[src/rtl/systolic_pkg.sv]
// Shared constants and types for the 2x2 systolic mesh feeder.
package systolic_pkg;

    localparam int DEF_DW           = 8;
    localparam int DEF_CW           = 16;
    localparam int DEF_DRAIN_CYCLES = 3;

    // Number of cycles needed to push a skewed 2x2 operand pair into the mesh edges.
    localparam int FEED_LEN = 3;
    // Width of the feed-step index handed to the skew lines (covers 0..FEED_LEN-1).
    localparam int FEED_T_W = 2;

    typedef enum logic [2:0] {
        ST_IDLE  = 3'd0,
        ST_CLEAR = 3'd1,
        ST_FEED  = 3'd2,
        ST_DRAIN = 3'd3,
        ST_DONE  = 3'd4
    } state_t;

    // The feed and drain phases share one step counter; size it for the longer phase.
    function automatic int step_cnt_width(input int drain_cycles);
        int longest;
        longest = (drain_cycles > FEED_LEN) ? drain_cycles : FEED_LEN;
        return (longest < 2) ? 1 : $clog2(longest);
    endfunction

endpackage

[src/rtl/systolic_skew_line.sv]
// One mesh edge (two lanes). Lane 1 lags lane 0 by one step, which produces the
// diagonal wavefront an output-stationary mesh needs. Each lane presents its
// first element and then its second element on consecutive steps, and drives 0
// whenever it has no element to present.
module systolic_skew_line
    import systolic_pkg::*;
#(
    parameter int DW = DEF_DW
) (
    input  logic                clk,
    input  logic                reset,
    input  logic                i_en,
    input  logic [FEED_T_W-1:0] i_t,
    input  logic [DW-1:0]       i_l0_k0,
    input  logic [DW-1:0]       i_l0_k1,
    input  logic [DW-1:0]       i_l1_k0,
    input  logic [DW-1:0]       i_l1_k1,
    output logic [DW-1:0]       o_lane0,
    output logic [DW-1:0]       o_lane1
);

    logic [DW-1:0] r_lane0;
    logic [DW-1:0] r_lane1;

    // Register the edge value for the step the feeder is about to enter.
    // NOTE: sequential state is assigned with <= so every register samples the
    // pre-edge values; blocking here would create ordering-dependent races.
    always_ff @(posedge clk) begin
        if (!reset) begin
            r_lane0 <= '0;
            r_lane1 <= '0;
        end else if (!i_en) begin
            r_lane0 <= '0;
            r_lane1 <= '0;
        end else begin
            case (i_t)
                FEED_T_W'(0): begin
                    r_lane0 <= i_l0_k0;
                    r_lane1 <= '0;
                end
                FEED_T_W'(1): begin
                    r_lane0 <= i_l0_k1;
                    r_lane1 <= i_l1_k0;
                end
                FEED_T_W'(2): begin
                    r_lane0 <= '0;
                    r_lane1 <= i_l1_k1;
                end
                default: begin
                    r_lane0 <= '0;
                    r_lane1 <= '0;
                end
            endcase
        end
    end

    assign o_lane0 = r_lane0;
    assign o_lane1 = r_lane1;

endmodule

[src/rtl/systolic_feeder.sv]
// Host-side sequencer for a 2x2 output-stationary systolic mesh. It takes one
// A/B operand pair, clears the mesh, streams skewed rows of A and columns of B
// into the mesh edges, waits for the accumulators to settle, captures C and
// offers it downstream through a valid/ready handshake.
module systolic_feeder
    import systolic_pkg::*;
#(
    parameter int DW           = DEF_DW,
    parameter int CW           = DEF_CW,
    parameter int DRAIN_CYCLES = DEF_DRAIN_CYCLES
) (
    input  logic          clk,
    input  logic          reset,
    input  logic          in_valid,
    output logic          in_ready,
    input  logic [DW-1:0] a00,
    input  logic [DW-1:0] a01,
    input  logic [DW-1:0] a10,
    input  logic [DW-1:0] a11,
    input  logic [DW-1:0] b00,
    input  logic [DW-1:0] b01,
    input  logic [DW-1:0] b10,
    input  logic [DW-1:0] b11,
    output logic          arr_clr,
    output logic [DW-1:0] arr_a0,
    output logic [DW-1:0] arr_a1,
    output logic [DW-1:0] arr_b0,
    output logic [DW-1:0] arr_b1,
    input  logic [CW-1:0] c00,
    input  logic [CW-1:0] c01,
    input  logic [CW-1:0] c10,
    input  logic [CW-1:0] c11,
    output logic          res_valid,
    input  logic          res_ready,
    output logic [CW-1:0] r00,
    output logic [CW-1:0] r01,
    output logic [CW-1:0] r10,
    output logic [CW-1:0] r11
);

    localparam int CNT_W = step_cnt_width(DRAIN_CYCLES);
    localparam logic [CNT_W-1:0] FEED_LAST  = CNT_W'(FEED_LEN - 1);
    localparam logic [CNT_W-1:0] DRAIN_LAST = CNT_W'(DRAIN_CYCLES - 1);

    state_t           r_state;
    state_t           w_state_nxt;
    logic [CNT_W-1:0] r_cnt;
    logic [CNT_W-1:0] w_cnt_nxt;

    logic [DW-1:0] r_a00, r_a01, r_a10, r_a11;
    logic [DW-1:0] r_b00, r_b01, r_b10, r_b11;
    logic [CW-1:0] r_c00, r_c01, r_c10, r_c11;

    logic w_accept;
    logic w_capture;
    logic w_feed_en;

    assign w_accept  = (r_state == ST_IDLE) && in_valid;
    assign w_capture = (r_state == ST_DRAIN) && (w_state_nxt == ST_DONE);
    assign w_feed_en = (w_state_nxt == ST_FEED);

    // Next-state and step-counter decode for the job sequence.
    // NOTE: every variable written here gets a default first, so no path can
    // leave it unassigned and infer a latch.
    always_comb begin
        w_state_nxt = r_state;
        w_cnt_nxt   = r_cnt;
        case (r_state)
            ST_IDLE: begin
                if (in_valid) begin
                    w_state_nxt = ST_CLEAR;
                    w_cnt_nxt   = '0;
                end
            end
            ST_CLEAR: begin
                w_state_nxt = ST_FEED;
                w_cnt_nxt   = '0;
            end
            ST_FEED: begin
                if (r_cnt == FEED_LAST) begin
                    w_state_nxt = ST_DRAIN;
                    w_cnt_nxt   = '0;
                end else begin
                    w_cnt_nxt = r_cnt + CNT_W'(1);
                end
            end
            ST_DRAIN: begin
                if (r_cnt == DRAIN_LAST) begin
                    w_state_nxt = ST_DONE;
                    w_cnt_nxt   = '0;
                end else begin
                    w_cnt_nxt = r_cnt + CNT_W'(1);
                end
            end
            ST_DONE: begin
                if (res_ready) begin
                    w_state_nxt = ST_IDLE;
                end
            end
            default: begin
                w_state_nxt = ST_IDLE;
                w_cnt_nxt   = '0;
            end
        endcase
    end

    // State and step counter; reset aborts any job in flight.
    always_ff @(posedge clk) begin
        if (!reset) begin
            r_state <= ST_IDLE;
            r_cnt   <= '0;
        end else begin
            r_state <= w_state_nxt;
            r_cnt   <= w_cnt_nxt;
        end
    end

    // Operand latch, loaded only when a job is accepted.
    // NOTE: the operand holding registers carry no reset; they are always
    // written before use, so resetting them would only add reset fan-out.
    always_ff @(posedge clk) begin
        if (w_accept) begin
            r_a00 <= a00;
            r_a01 <= a01;
            r_a10 <= a10;
            r_a11 <= a11;
            r_b00 <= b00;
            r_b01 <= b01;
            r_b10 <= b10;
            r_b11 <= b11;
        end
    end

    // Result register: captures the settled accumulators on entry to DONE and
    // keeps them after the handshake.
    always_ff @(posedge clk) begin
        if (!reset) begin
            r_c00 <= '0;
            r_c01 <= '0;
            r_c10 <= '0;
            r_c11 <= '0;
        end else if (w_capture) begin
            r_c00 <= c00;
            r_c01 <= c01;
            r_c10 <= c10;
            r_c11 <= c11;
        end
    end

    // A edge: lane 0 is row 0 (a00 then a01), lane 1 is row 1 (a10 then a11).
    systolic_skew_line #(
        .DW (DW)
    ) u_skew_a (
        .clk     (clk),
        .reset   (reset),
        .i_en    (w_feed_en),
        .i_t     (w_cnt_nxt[FEED_T_W-1:0]),
        .i_l0_k0 (r_a00),
        .i_l0_k1 (r_a01),
        .i_l1_k0 (r_a10),
        .i_l1_k1 (r_a11),
        .o_lane0 (arr_a0),
        .o_lane1 (arr_a1)
    );

    // B edge: lane 0 is column 0 (b00 then b10), lane 1 is column 1 (b01 then b11).
    systolic_skew_line #(
        .DW (DW)
    ) u_skew_b (
        .clk     (clk),
        .reset   (reset),
        .i_en    (w_feed_en),
        .i_t     (w_cnt_nxt[FEED_T_W-1:0]),
        .i_l0_k0 (r_b00),
        .i_l0_k1 (r_b10),
        .i_l1_k0 (r_b01),
        .i_l1_k1 (r_b11),
        .o_lane0 (arr_b0),
        .o_lane1 (arr_b1)
    );

    assign in_ready  = (r_state == ST_IDLE);
    assign arr_clr   = (r_state == ST_CLEAR);
    assign res_valid = (r_state == ST_DONE);
    assign r00       = r_c00;
    assign r01       = r_c01;
    assign r10       = r_c10;
    assign r11       = r_c11;

endmodule

[config.mk]
export PLATFORM = sky130hd
export DESIGN_NAME = systolic_feeder
export DESIGN_NICKNAME = d
export VERILOG_FILES = /design/src/rtl/systolic_pkg.sv /design/src/rtl/systolic_skew_line.sv /design/src/rtl/systolic_feeder.sv
export SDC_FILE = /design/constraint.sdc
export NUM_CORES = 1
export LEC_CHECK = 0
export CAP_MARGIN = 30
export CELL_PAD_IN_SITES_DETAIL_PLACEMENT = 1
export CELL_PAD_IN_SITES_GLOBAL_PLACEMENT = 1
export CORE_ASPECT_RATIO = 0.8
export CORE_MARGIN = 2
export CORE_UTILIZATION = 31
export CTS_BUF_LIST = sky130_fd_sc_hd__clkbuf_8
export DETAILED_ROUTE_END_ITERATION = 7
export HOLD_SLACK_MARGIN = 0.02
export PLACE_DENSITY = 0.83
export SYNTH_ARGS = -nofsm -noshare
export SYNTH_HDL_FRONTEND = slang
export SYNTH_SLANG_ARGS = --single-unit
[constraint.sdc]
create_clock -name clk -period 2.7 [get_ports clk]
set_input_delay 0.54 -clock clk [delete_from_list [all_inputs] [get_ports clk]]
set_output_delay 0.54 -clock clk [all_outputs]
set_load 0.01 [all_outputs]
==> flow_summary_export.csv <==
group,metric,value,unit
yosys,synth_edf_count,64,
cts,cts_tree,"done",
route,viasPerCell,4.59,
final_layout,final_cell_mix,"229 x clkdlybuf4s50_1, 143 x nand2_1, 101 x dfxtp_1",
setup_path,reg2reg_depth,5,
yosys,ys_types,30,
setup_path,r2r-end,"u_skew_a.o_lane1[1]$_SDFF_PN0_",
cts,cts-root-buf,"clkbuf_8",
yosys,syn_inst,508,
timing,finalHoldViolCount,0,
route,first_pass_iters,4,
cts,clockBufferDepth,2,
worst_hold_path,min_from,"reset",
worst_hold_path,hold_depth,3,
grt,antenna_found_initial,0,
setup_path,required,2.16,ns
timing,rsz0062_at_grt,"no",
route,route.antenna.remaining_nets,0,
place,place_inst,967,
cts,clk_latency,0.47,ns
grt,grt_max_degree,100,
pwr,p_per_area,563,nW/µm²
yosys,netlist.top_cell.by_area,"dfxtp_1",
run,drv_cap,0,
die,ios,231,
final_layout,finish.utilization,47.0,%
final_layout,final_net_count,863,
setup_path,path_buf_inv,1,
timing,relSlewSlack,44.3,%
route,drc,0,
setup_path,crit_family,"buffers and inverters",
route,wirelength,16900,µm
cts,path_clk_slew,0.10,ns
setup_path,worst-setup-path-type,"register to output pin",
timing,fin_crit,2.51,ns
grt,grt_use_total,16.5,%
final_layout,num_antenna_cells,0,
grt,grt_pass1_wl,26200,µm
setup_path,rr_startpoint,"r_state[1]$_SDFF_PN0_",
place,place.gp.congestion,0.743,
timing,fmax,0.399,GHz
route,first_iter_violations,252,
timing,finClkSkew,0.0176,ns
worst_hold_path,whs_endpoint,"r10[1]$_SDFFE_PN0P_",
cts,cts_resized,0,
final_layout,final_common_cell,"clkdlybuf4s50_1",
final_layout,layout-drive-gt1-share,6.48,%
cts,cts-buffers-inserted,17,
timing,fin_setup_tns,0,ns
yosys,ys_warn_count,0,
yosys,async_flop_share,0,%
setup_path,crit_chain,"nor2b_1 -> nor2b_1 -> clkdlybuf4s50_1",
die,die_h,129,µm
setup_path,slowest_stage,"clkdlybuf4s50_1",
status,status,"finished, final reports clean",
yosys,synthFlopType,"dfxtp_1",
cts,cts_setup_buffers,0,
setup_path,worst-endpoint-arrival,1.97,ns
route,wire_per_inst,16.9,µm
die,core_area,19000,µm²
setup_path,worstPathMaxFanout,10,
place,port_buffers,230,
grt,overflow,0,
pwr,finalPower,0.00504,W
setup_path,end_kind,"output pin",
route,vias,4588,
yosys,netlist_top_cells_area,"dfxtp_1 33%, edfxtp_1 32%, mux2i_1 11%, nand2_1 8.9%, nor3_1 2.7%",
pwr,p_leak,3.08,nW
setup_path,start_kind,"register",
setup_path,crit_path_max_incr_delay,0.59,ns
die,dieWidth,160,µm
cts,hold_buffers,0,
yosys,synth_area,6040,µm²
timing,slew_viol_final,0,
timing,tightest_slew,0.835,ns
yosys,synthesis.nets,643,
setup_path,cp_common_cell,"nor2b_1",
yosys,seq_area_frac_synth,65.2,%
die,initial_core_util,31.8,%
yosys,ys_ff_latch,165,
cts,cts.sinks,165,
timing,finalCritPeriodShare,92.9,%
die,num_rows,45,
grt,grt_pass1_vias,4961,
final_layout,layout.cells.non_filler,999,
timing,holdWs,0.458,ns
die,dieArea,20600,µm²
worst_hold_path,holdCritPathClass,"primary input to register",
timing,setup_viol,0,
setup_path,r2r_slack,0.56,ns
yosys,synth.avg_cell_area,11.9,µm²
place,dp_hpwl,11800,µm
pwr,ir_drop,0.359,mV
final_layout,syn_to_final_growth,48.0,%
yosys,netlist.area_leader.share,33.5,%
cts,htreeDepth,4,
metrics by stage:
step | cell area (µm²) | setup slack, ns
after detailed placement | 8540 | 0.185
after global routing | 8940 | 0.109
final | 8940 | 0.193
after floorplan | 6050 | 0.562
after CTS | 8940 | 0.148
after global placement | 8540 | 0.339
how the worst max path moves through the flow:
stage	start	end	slack (ns)	cells past startpoint
floorplan	r_state[1]$_SDFF_PN0_	r_a00[0]$_DFFE_PP_	0.56	3
global route	r_state[0]$_SDFF_PN0_	arr_clr	0.11	3
detailed placement	in_valid	u_skew_b.o_lane1[2]$_SDFF_PN0_	0.18	9
global placement	in_valid	u_skew_b.o_lane1[1]$_SDFF_PN0_	0.34	9
CTS	r_state[0]$_SDFF_PN0_	arr_clr	0.15	3
finish	r_state[0]$_SDFF_PN0_	arr_clr	0.19	3
cell usage after synthesis (2+ instances only):
master	number
a21oi_1	2
a22o_1	15
a22oi_1	17
a31oi_1	3
and2_1	2
buf_12	6
buf_2	8
clkbuf_1	23
dfxtp_1	101
edfxtp_1	64
ha_1	3
inv_1	2
mux2i_1	64
nand2_1	143
nand2b_1	2
nor2b_1	5
nor3_1	33
nor4b_1	3
cells by family (layout without fill, tap and decap cells):
logic type / count (synthesis) / after routing / share of synthesized area, %
flops: 165 / 165 / 65.2
mux: 64 / 64 / 10.6
fa+ha+maj: 3 / 3 / 0.621
simple gates: 196 / 196 / 14.1
buf+inv: 42 / 275 / 4.57
compound gates: 38 / 38 / 4.89
flip-flops by register name, summed over array words and instances (netlist names):
| register | count |
|---|---|
| r_a10 | 8 |
| r_b00 | 8 |
| r_cnt | 2 |
| r_state | 3 |
| r00 | 16 |
| r10 | 16 |
| u_skew_a.o_lane0 | 8 |
| r_b11 | 8 |
| r11 | 16 |
| r_b01 | 8 |
| r_a01 | 8 |
| u_skew_b.o_lane1 | 8 |
| r_a00 | 8 |
| u_skew_a.o_lane1 | 8 |
| u_skew_b.o_lane0 | 8 |
| r_b10 | 8 |
| r_a11 | 8 |
| r01 | 16 |
power breakdown:
| part | switching (W) | internal (W) |
|---|---|---|
| clock | 0.00107 | 0.000723 |
| combinational | 0.000229 | 0.000280 |
| sequential | 0.0000393 | 0.00269 |
area by class of cell:
type / count / area (µm²)
fill: 2062 / 10100
timing repair buffer: 241 / 2430
clock inverter: 14 / 156
clock buffer: 18 / 248
multi-input combinational: 301 / 1830
tap: 258 / 323
sequential: 165 / 3940
inverter: 2 / 7.51
worst register-to-register path, cell delays in order, from the launching register on:
cell	delay [ns]
dfxtp_1	0.55
nor4bb_1	0.37
a31oi_1	0.15
ha_1	0.67
nand2_1	0.10
nor3_1	0.21
layer usage:
layer	share of wire (%)	routed length [µm]	GRT usage (%)	up-vias
li1	-	-	-	2197
met2	47	8000	28.2	185
met1	43	7270	19.0	2191
met3	8.6	1450	6.77	15
met5	0	0	0	-
met4	1.2	202	5.14	0
(Power assumes the default switching activity.)
